**config.mk**
```make
export PLATFORM = sky130hd
export DESIGN_NAME = sync_fifo_buf
export DESIGN_NICKNAME = d
export VERILOG_FILES = /design/src/rtl/fifo_pkg.sv /design/src/rtl/fifo_ram.sv /design/src/rtl/sync_fifo_buf.sv
export SDC_FILE = /design/constraint.sdc
export NUM_CORES = 1
export LEC_CHECK = 0
export ABC_AREA = 1
export BUFFER_PORTS_ARGS = -buffer_cell sky130_fd_sc_hd__buf_4
export CORE_MARGIN = 2
export CORE_UTILIZATION = 40
export CTS_CLUSTER_DIAMETER = 120
export DETAILED_ROUTE_END_ITERATION = 12
export GPL_ROUTABILITY_DRIVEN = 0
export SYNTH_ARGS = -nofsm -noshare
export SYNTH_HDL_FRONTEND = slang
export SYNTH_SLANG_ARGS = --single-unit
```
**constraint.sdc**
```tcl
create_clock -name clk -period 5.65 [get_ports clk]
set_clock_uncertainty 0.15 [all_clocks]
set_input_delay 1.13 -clock clk [delete_from_list [all_inputs] [get_ports clk]]
set_output_delay 1.13 -clock clk [all_outputs]
set_load 0.02 [all_outputs]
```
**src/rtl/fifo_pkg.sv**
```systemverilog
// Shared sizing helpers for the synchronous FIFO and its storage array.
package fifo_pkg;

  // Integer type used for address and pointer widths.
  typedef int ptr_w_t;

  // Number of address bits needed to index a DEPTH-entry array.
  function automatic ptr_w_t addr_w(input ptr_w_t depth);
    return ptr_w_t'($clog2(depth));
  endfunction

  // Pointer width: address bits plus one wrap bit.
  function automatic ptr_w_t ptr_w(input ptr_w_t depth);
    return addr_w(depth) + 32'sd1;
  endfunction

endpackage

```
**src/rtl/fifo_ram.sv**
```systemverilog
// DEPTH x DATA_WIDTH storage: synchronous write, registered read port,
// optional clearing of the array on reset.
module fifo_ram
  import fifo_pkg::*;
#(
  parameter int DATA_WIDTH = 8,
  parameter int DEPTH      = 8,
  parameter int RESET_MEM  = 0
) (
  input  logic                       clk,
  input  logic                       rst,
  input  logic                       we,
  input  logic [addr_w(DEPTH)-1:0]   waddr,
  input  logic [DATA_WIDTH-1:0]      wdata,
  input  logic                       re,
  input  logic [addr_w(DEPTH)-1:0]   raddr,
  output logic [DATA_WIDTH-1:0]      rdata
);

  logic [DATA_WIDTH-1:0] mem_q [DEPTH];
  logic [DATA_WIDTH-1:0] mem_d [DEPTH];
  logic [DATA_WIDTH-1:0] rdata_q;
  logic [DATA_WIDTH-1:0] rdata_d;

  // Next array contents and next read word.
  always_comb begin
    mem_d = mem_q;
    if (we) begin
      mem_d[waddr] = wdata;
    end else begin
      mem_d[waddr] = mem_q[waddr];
    end
    if (re) begin
      rdata_d = mem_q[raddr];
    end else begin
      rdata_d = rdata_q;
    end
  end

  // Array register; only cleared on reset when RESET_MEM is set.
  always_ff @(posedge clk) begin
    if (rst && (RESET_MEM != 0)) begin
      mem_q <= '{default: '0};
    end else begin
      mem_q <= mem_d;
    end
  end

  // Registered read word, zeroed on reset, held when no read.
  always_ff @(posedge clk) begin
    if (rst) begin
      rdata_q <= '0;
    end else begin
      rdata_q <= rdata_d;
    end
  end

  assign rdata = rdata_q;

endmodule

```
**src/rtl/sync_fifo_buf.sv**
```systemverilog
// Single-clock FIFO: pointers, occupancy count, level flags, sticky
// error flags and flush around the fifo_ram storage array.
module sync_fifo_buf
  import fifo_pkg::*;
#(
  parameter int DATA_WIDTH = 8,
  parameter int DEPTH      = 8,
  parameter int AF_LEVEL   = DEPTH - 2,
  parameter int AE_LEVEL   = 2,
  parameter int RESET_MEM  = 0
) (
  input  logic                        clk,
  input  logic                        rst,
  input  logic                        flush,
  input  logic                        wr_en,
  input  logic [DATA_WIDTH-1:0]       wr_data,
  input  logic                        rd_en,
  output logic [DATA_WIDTH-1:0]       rd_data,
  output logic                        rd_valid,
  output logic                        full,
  output logic                        empty,
  output logic                        almost_full,
  output logic                        almost_empty,
  output logic [$clog2(DEPTH):0]      count,
  output logic                        overflow,
  output logic                        underflow,
  input  logic                        err_clr
);

  localparam int ADDR_W = addr_w(DEPTH);
  localparam int PTR_W  = ptr_w(DEPTH);
  localparam int CNT_W  = ADDR_W + 1;

  if ((AE_LEVEL < 0) || (AE_LEVEL >= AF_LEVEL) || (AF_LEVEL > DEPTH) ||
      (DEPTH < 2) || ((DEPTH & (DEPTH - 1)) != 0)) begin : g_bad_params
    $error("sync_fifo_buf: illegal DEPTH/AF_LEVEL/AE_LEVEL combination");
  end

  logic [PTR_W-1:0] wr_ptr_q, wr_ptr_d;
  logic [PTR_W-1:0] rd_ptr_q, rd_ptr_d;
  logic [CNT_W-1:0] count_q, count_d;
  logic             rd_valid_q, rd_valid_d;
  logic             ovf_q, ovf_d;
  logic             udf_q, udf_d;
  logic             full_s, empty_s;
  logic             wr_acc_s, rd_acc_s, wr_rej_s, rd_rej_s;
  logic             ram_we_s, ram_re_s;

  assign full_s  = (count_q == CNT_W'(DEPTH));
  assign empty_s = (count_q == {CNT_W{1'b0}});

  // Acceptance, pointer/count update, read-valid and sticky errors.
  always_comb begin
    wr_ptr_d   = wr_ptr_q;
    rd_ptr_d   = rd_ptr_q;
    count_d    = count_q;
    wr_acc_s   = wr_en & ~full_s & ~flush;
    rd_acc_s   = rd_en & ~empty_s & ~flush;
    wr_rej_s   = wr_en & full_s & ~flush;
    rd_rej_s   = rd_en & empty_s & ~flush;
    rd_valid_d = rd_acc_s;
    if (flush) begin
      wr_ptr_d = {PTR_W{1'b0}};
      rd_ptr_d = {PTR_W{1'b0}};
      count_d  = {CNT_W{1'b0}};
    end else begin
      if (wr_acc_s) begin
        wr_ptr_d = wr_ptr_q + PTR_W'(1);
      end else begin
        wr_ptr_d = wr_ptr_q;
      end
      if (rd_acc_s) begin
        rd_ptr_d = rd_ptr_q + PTR_W'(1);
      end else begin
        rd_ptr_d = rd_ptr_q;
      end
      case ({wr_acc_s, rd_acc_s})
        2'b10:   count_d = count_q + CNT_W'(1);
        2'b01:   count_d = count_q - CNT_W'(1);
        default: count_d = count_q;
      endcase
    end
    // A new error in the same cycle as err_clr wins.
    if (wr_rej_s) begin
      ovf_d = 1'b1;
    end else if (err_clr) begin
      ovf_d = 1'b0;
    end else begin
      ovf_d = ovf_q;
    end
    if (rd_rej_s) begin
      udf_d = 1'b1;
    end else if (err_clr) begin
      udf_d = 1'b0;
    end else begin
      udf_d = udf_q;
    end
  end

  // Control state register with synchronous reset.
  always_ff @(posedge clk) begin
    if (rst) begin
      wr_ptr_q   <= {PTR_W{1'b0}};
      rd_ptr_q   <= {PTR_W{1'b0}};
      count_q    <= {CNT_W{1'b0}};
      rd_valid_q <= 1'b0;
      ovf_q      <= 1'b0;
      udf_q      <= 1'b0;
    end else begin
      wr_ptr_q   <= wr_ptr_d;
      rd_ptr_q   <= rd_ptr_d;
      count_q    <= count_d;
      rd_valid_q <= rd_valid_d;
      ovf_q      <= ovf_d;
      udf_q      <= udf_d;
    end
  end

  // Reset blocks array writes and read-data updates.
  assign ram_we_s = wr_acc_s & ~rst;
  assign ram_re_s = rd_acc_s & ~rst;

  fifo_ram #(
    .DATA_WIDTH (DATA_WIDTH),
    .DEPTH      (DEPTH),
    .RESET_MEM  (RESET_MEM)
  ) u_ram (
    .clk   (clk),
    .rst   (rst),
    .we    (ram_we_s),
    .waddr (wr_ptr_q[ADDR_W-1:0]),
    .wdata (wr_data),
    .re    (ram_re_s),
    .raddr (rd_ptr_q[ADDR_W-1:0]),
    .rdata (rd_data)
  );

  assign rd_valid     = rd_valid_q;
  assign full         = full_s;
  assign empty        = empty_s;
  assign almost_full  = (count_q >= CNT_W'(AF_LEVEL));
  assign almost_empty = (count_q <= CNT_W'(AE_LEVEL));
  assign count        = count_q;
  assign overflow     = ovf_q;
  assign underflow    = udf_q;

endmodule

```
==> flow_metrics.py <==
metrics = {
    "status": {
        "outcome": "completed",
    },
    "pwr": {
        "p_per_area_nw_per_um2": 267,
        "p_int_uw": 1080,
        "switching_share_pct": 24.4,
        "leakagePower_uw": 0.00217,
        "ir_worst_vdd_v": 0.000181,
        "comb_power_share_pct": 10.0,
        "p_switching_uw": 347,
        "clock_power_share_pct": 40.4,
        "seqPwrFrac_pct": 49.6,
    },
    "clock_tree": {
        "clock_path_buffers": 2,
        "cts_hold_buf": 0,
        "cts.sinks": 85,
        "clkTransAtPathRegs_ns": 0.06,
        "cts_made_buffers": 9,
        "clock_latency_ns": 0.34,
        "cts-resized-gates": 0,
        "clockRootBuffer": "clkbuf_16",
        "post-cts-setup-buffer-count": 0,
        "cts_tree": "done",
        "htree_levels": 3,
    },
    "min_path": {
        "worst_hold_path.endpoint": "underflow",
        "hp-class": "reg2reg",
        "hold_depth": 2,
        "hold_start": "underflow",
    },
    "logic_synthesis": {
        "synth_edf_count": 64,
        "ys_seq_area_share_pct": 48.5,
        "ys_warn_count": 0,
        "synth_flop_cell": "edfxtp_1",
        "synth_nets": 629,
        "ys_ff_latch": 85,
        "syn_area_per_cell_sq_um": 7.92,
        "yosysUniqueCellTypes": 28,
        "syn_area_sq_um": 4830,
        "netlist_instances": 610,
        "async_reset_ff_share_pct": 0,
    },
    "timing": {
        "min_period_ns": 2.92,
        "fin_tns_setup_ns": 0,
        "final-max-slew-violation-count": 0,
        "rsz0062_at_grt": "no",
        "setup_violations": 0,
        "period_share_pct": 51.6,
        "finalHoldViolCount": 0,
        "tightest_slew_ns": 1.08,
        "fmax_ghz": 0.343,
        "timing.hold.ws_ns": 0.312,
        "final.setup.worst_slack_ns": 2.73,
        "slew_headroom_pct": 27.8,
    },
    "global_routing": {
        "grt_overflow": 0,
        "grt_use_total_pct": 18.5,
        "grt_pass1_vias": 3611,
        "grt_pass1_wl_um": 18600,
        "grt_max_degree": 129,
        "antenna_found_initial": 0,
    },
    "floorplanning": {
        "die_area_sq_um": 13000,
        "ios": 33,
        "start_util_pct": 40.5,
        "rows": 40,
        "die_h_um": 114,
        "die_w_um": 114,
        "placeableCoreArea_sq_um": 11900,
    },
    "detailed_routing": {
        "drt-initial-drc-count": 302,
        "routed_wl_um": 11400,
        "wl_per_cell_um": 14.9,
        "vias": 3987,
        "drtPass1Iterations": 5,
        "viasPerCell": 5.20,
        "detail-route-antenna-nets": 0,
        "drcViolationCount": 0,
    },
    "worst_setup_path": {
        "reg2reg_slack_ns": 3.11,
        "cp_max_fo": 128,
        "end_kind": "flip-flop",
        "reg2reg_to": "u_ram.rdata[1]",
        "path_class": "in2reg",
        "r2r_start": "rd_ptr_q[1]",
        "reg2reg_depth": 5,
        "crit_arrival_ns": 2.81,
        "start_kind": "input pin",
        "crit_required_ns": 5.55,
    },
    "job": {
        "max_cap_viol_count": 0,
    },
    "cells_and_area": {
        "drive_gt1_share_pct": 11.1,
        "n_antenna_cell": 0,
        "multi_input_area_sq_um": 1950,
        "n_fill_cell": 1221,
        "layout_commonest_cell": "nand2_1",
        "nets": 635,
        "syn_to_final_growth_pct": 10.5,
        "mostFrequentLayoutCells": "169 x nand2_1, 116 x nand3_1, 67 x inv_1",
        "ff_latch_area_sq_um": 2340,
    },
    "place": {
        "io_buffers": 32,
        "dp_hpwl_um": 7030,
        "place_ws_ns": 2.41,
    },
}
layer usage:
metal	wire length, um	track usage (%)	part of all wire [%]
met5	0	0	0
met4	132	5.04	1.2
met3	577	4.78	5.0
met2	5180	28.8	45
met1	5550	25.7	49
registers in the layout, summed over array words and instances, names as in the netlist:
signal,cells
u_ram.rdata,8
overflow,1
underflow,1
wr_ptr_q,3
count,4
rd_valid,1
u_ram.mem_q,64
rd_ptr_q,3
through the flow:
step | instances | utilization, % | instance area, sq um | total power (uW)
finish | 767 | 44.8 | 5330 | 1420
global route | 767 | 44.8 | 5330 | 1490
CTS | 767 | 44.8 | 5330 | 1440
detailed placement | 752 | 42.4 | 5050 | 862
global placement | 752 | 42.4 | 5050 | 859
floorplan | 610 | - | 4830 | 817
critical path, cell delays in order:
cell,delay [ns]
buf_4,0.12
nor2_1,0.23
nand2_4,0.13
nor2_4,0.09
buf_4,0.79
o21ai_0,0.24
logic make-up after synthesis:
kind of cell               Yosys count  synth area share (%)
AOI/OAI and AO/OA                   94                  9.74
xor gates and xnor gates             2                 0.363
adders and majority gates            5                  1.30
buffers and inverters              118                  11.1
DFF                                 85                  48.5
and+or+nand+nor                    306                  29.0
worst max-delay path by stage:
stage | startpoint | to | slack (ns) | depth (start not counted)
floorplan | rd_en | count[2] | 2.93 | 13
finish | flush | u_ram.mem_q[35] | 2.73 | 6
global route | flush | u_ram.mem_q[37] | 2.58 | 6
CTS | flush | u_ram.mem_q[49] | 2.77 | 6
detailed placement | flush | u_ram.mem_q[49] | 2.41 | 6
global placement | flush | u_ram.mem_q[34] | 2.50 | 6
cells in the mapped netlist, types with 4 or more instances:
| library cell | count | area (sq um) |
|---|---|---|
| clkbuf_1 | 10 | 37.5 |
| buf_6 | 5 | 56.3 |
| edfxtp_1 | 64 | 1920 |
| o21ai_0 | 58 | 290 |
| nand3_1 | 116 | 581 |
| buf_2 | 18 | 90.1 |
| a21oi_1 | 20 | 100 |
| ha_1 | 5 | 62.6 |
| clkbuf_2 | 4 | 20.0 |
| nor2_1 | 6 | 22.5 |
| buf_4 | 7 | 52.6 |
| nor3_2 | 5 | 50.1 |
| nand2_1 | 169 | 634 |
| dfxtp_1 | 21 | 420 |
| o21ai_1 | 16 | 80.1 |
| inv_1 | 67 | 251 |
power by group through the flow:
stage	Combinational, uW	Sequential [uW]	Clock (uW)
3_3_place_gp	139	720	0
6_report	142	707	574
5_1_grt	161	709	616
3_5_place_dp	142	720	0
2_1_floorplan	98.7	718	0
4_1_cts	143	707	591
layout make-up:
| type | count | area share (%) |
|---|---|---|
| repair buffers | 40 | 5.63 |
| flip-flops and latches | 85 | 43.9 |
| multi-input cells | 407 | 36.5 |
| clock buffers | 10 | 4.29 |
| clock inverters | 5 | 0.985 |
| inverters | 73 | 5.18 |
| well taps | 147 | 3.45 |
Note: power is estimated with default switching activity, not from simulation.
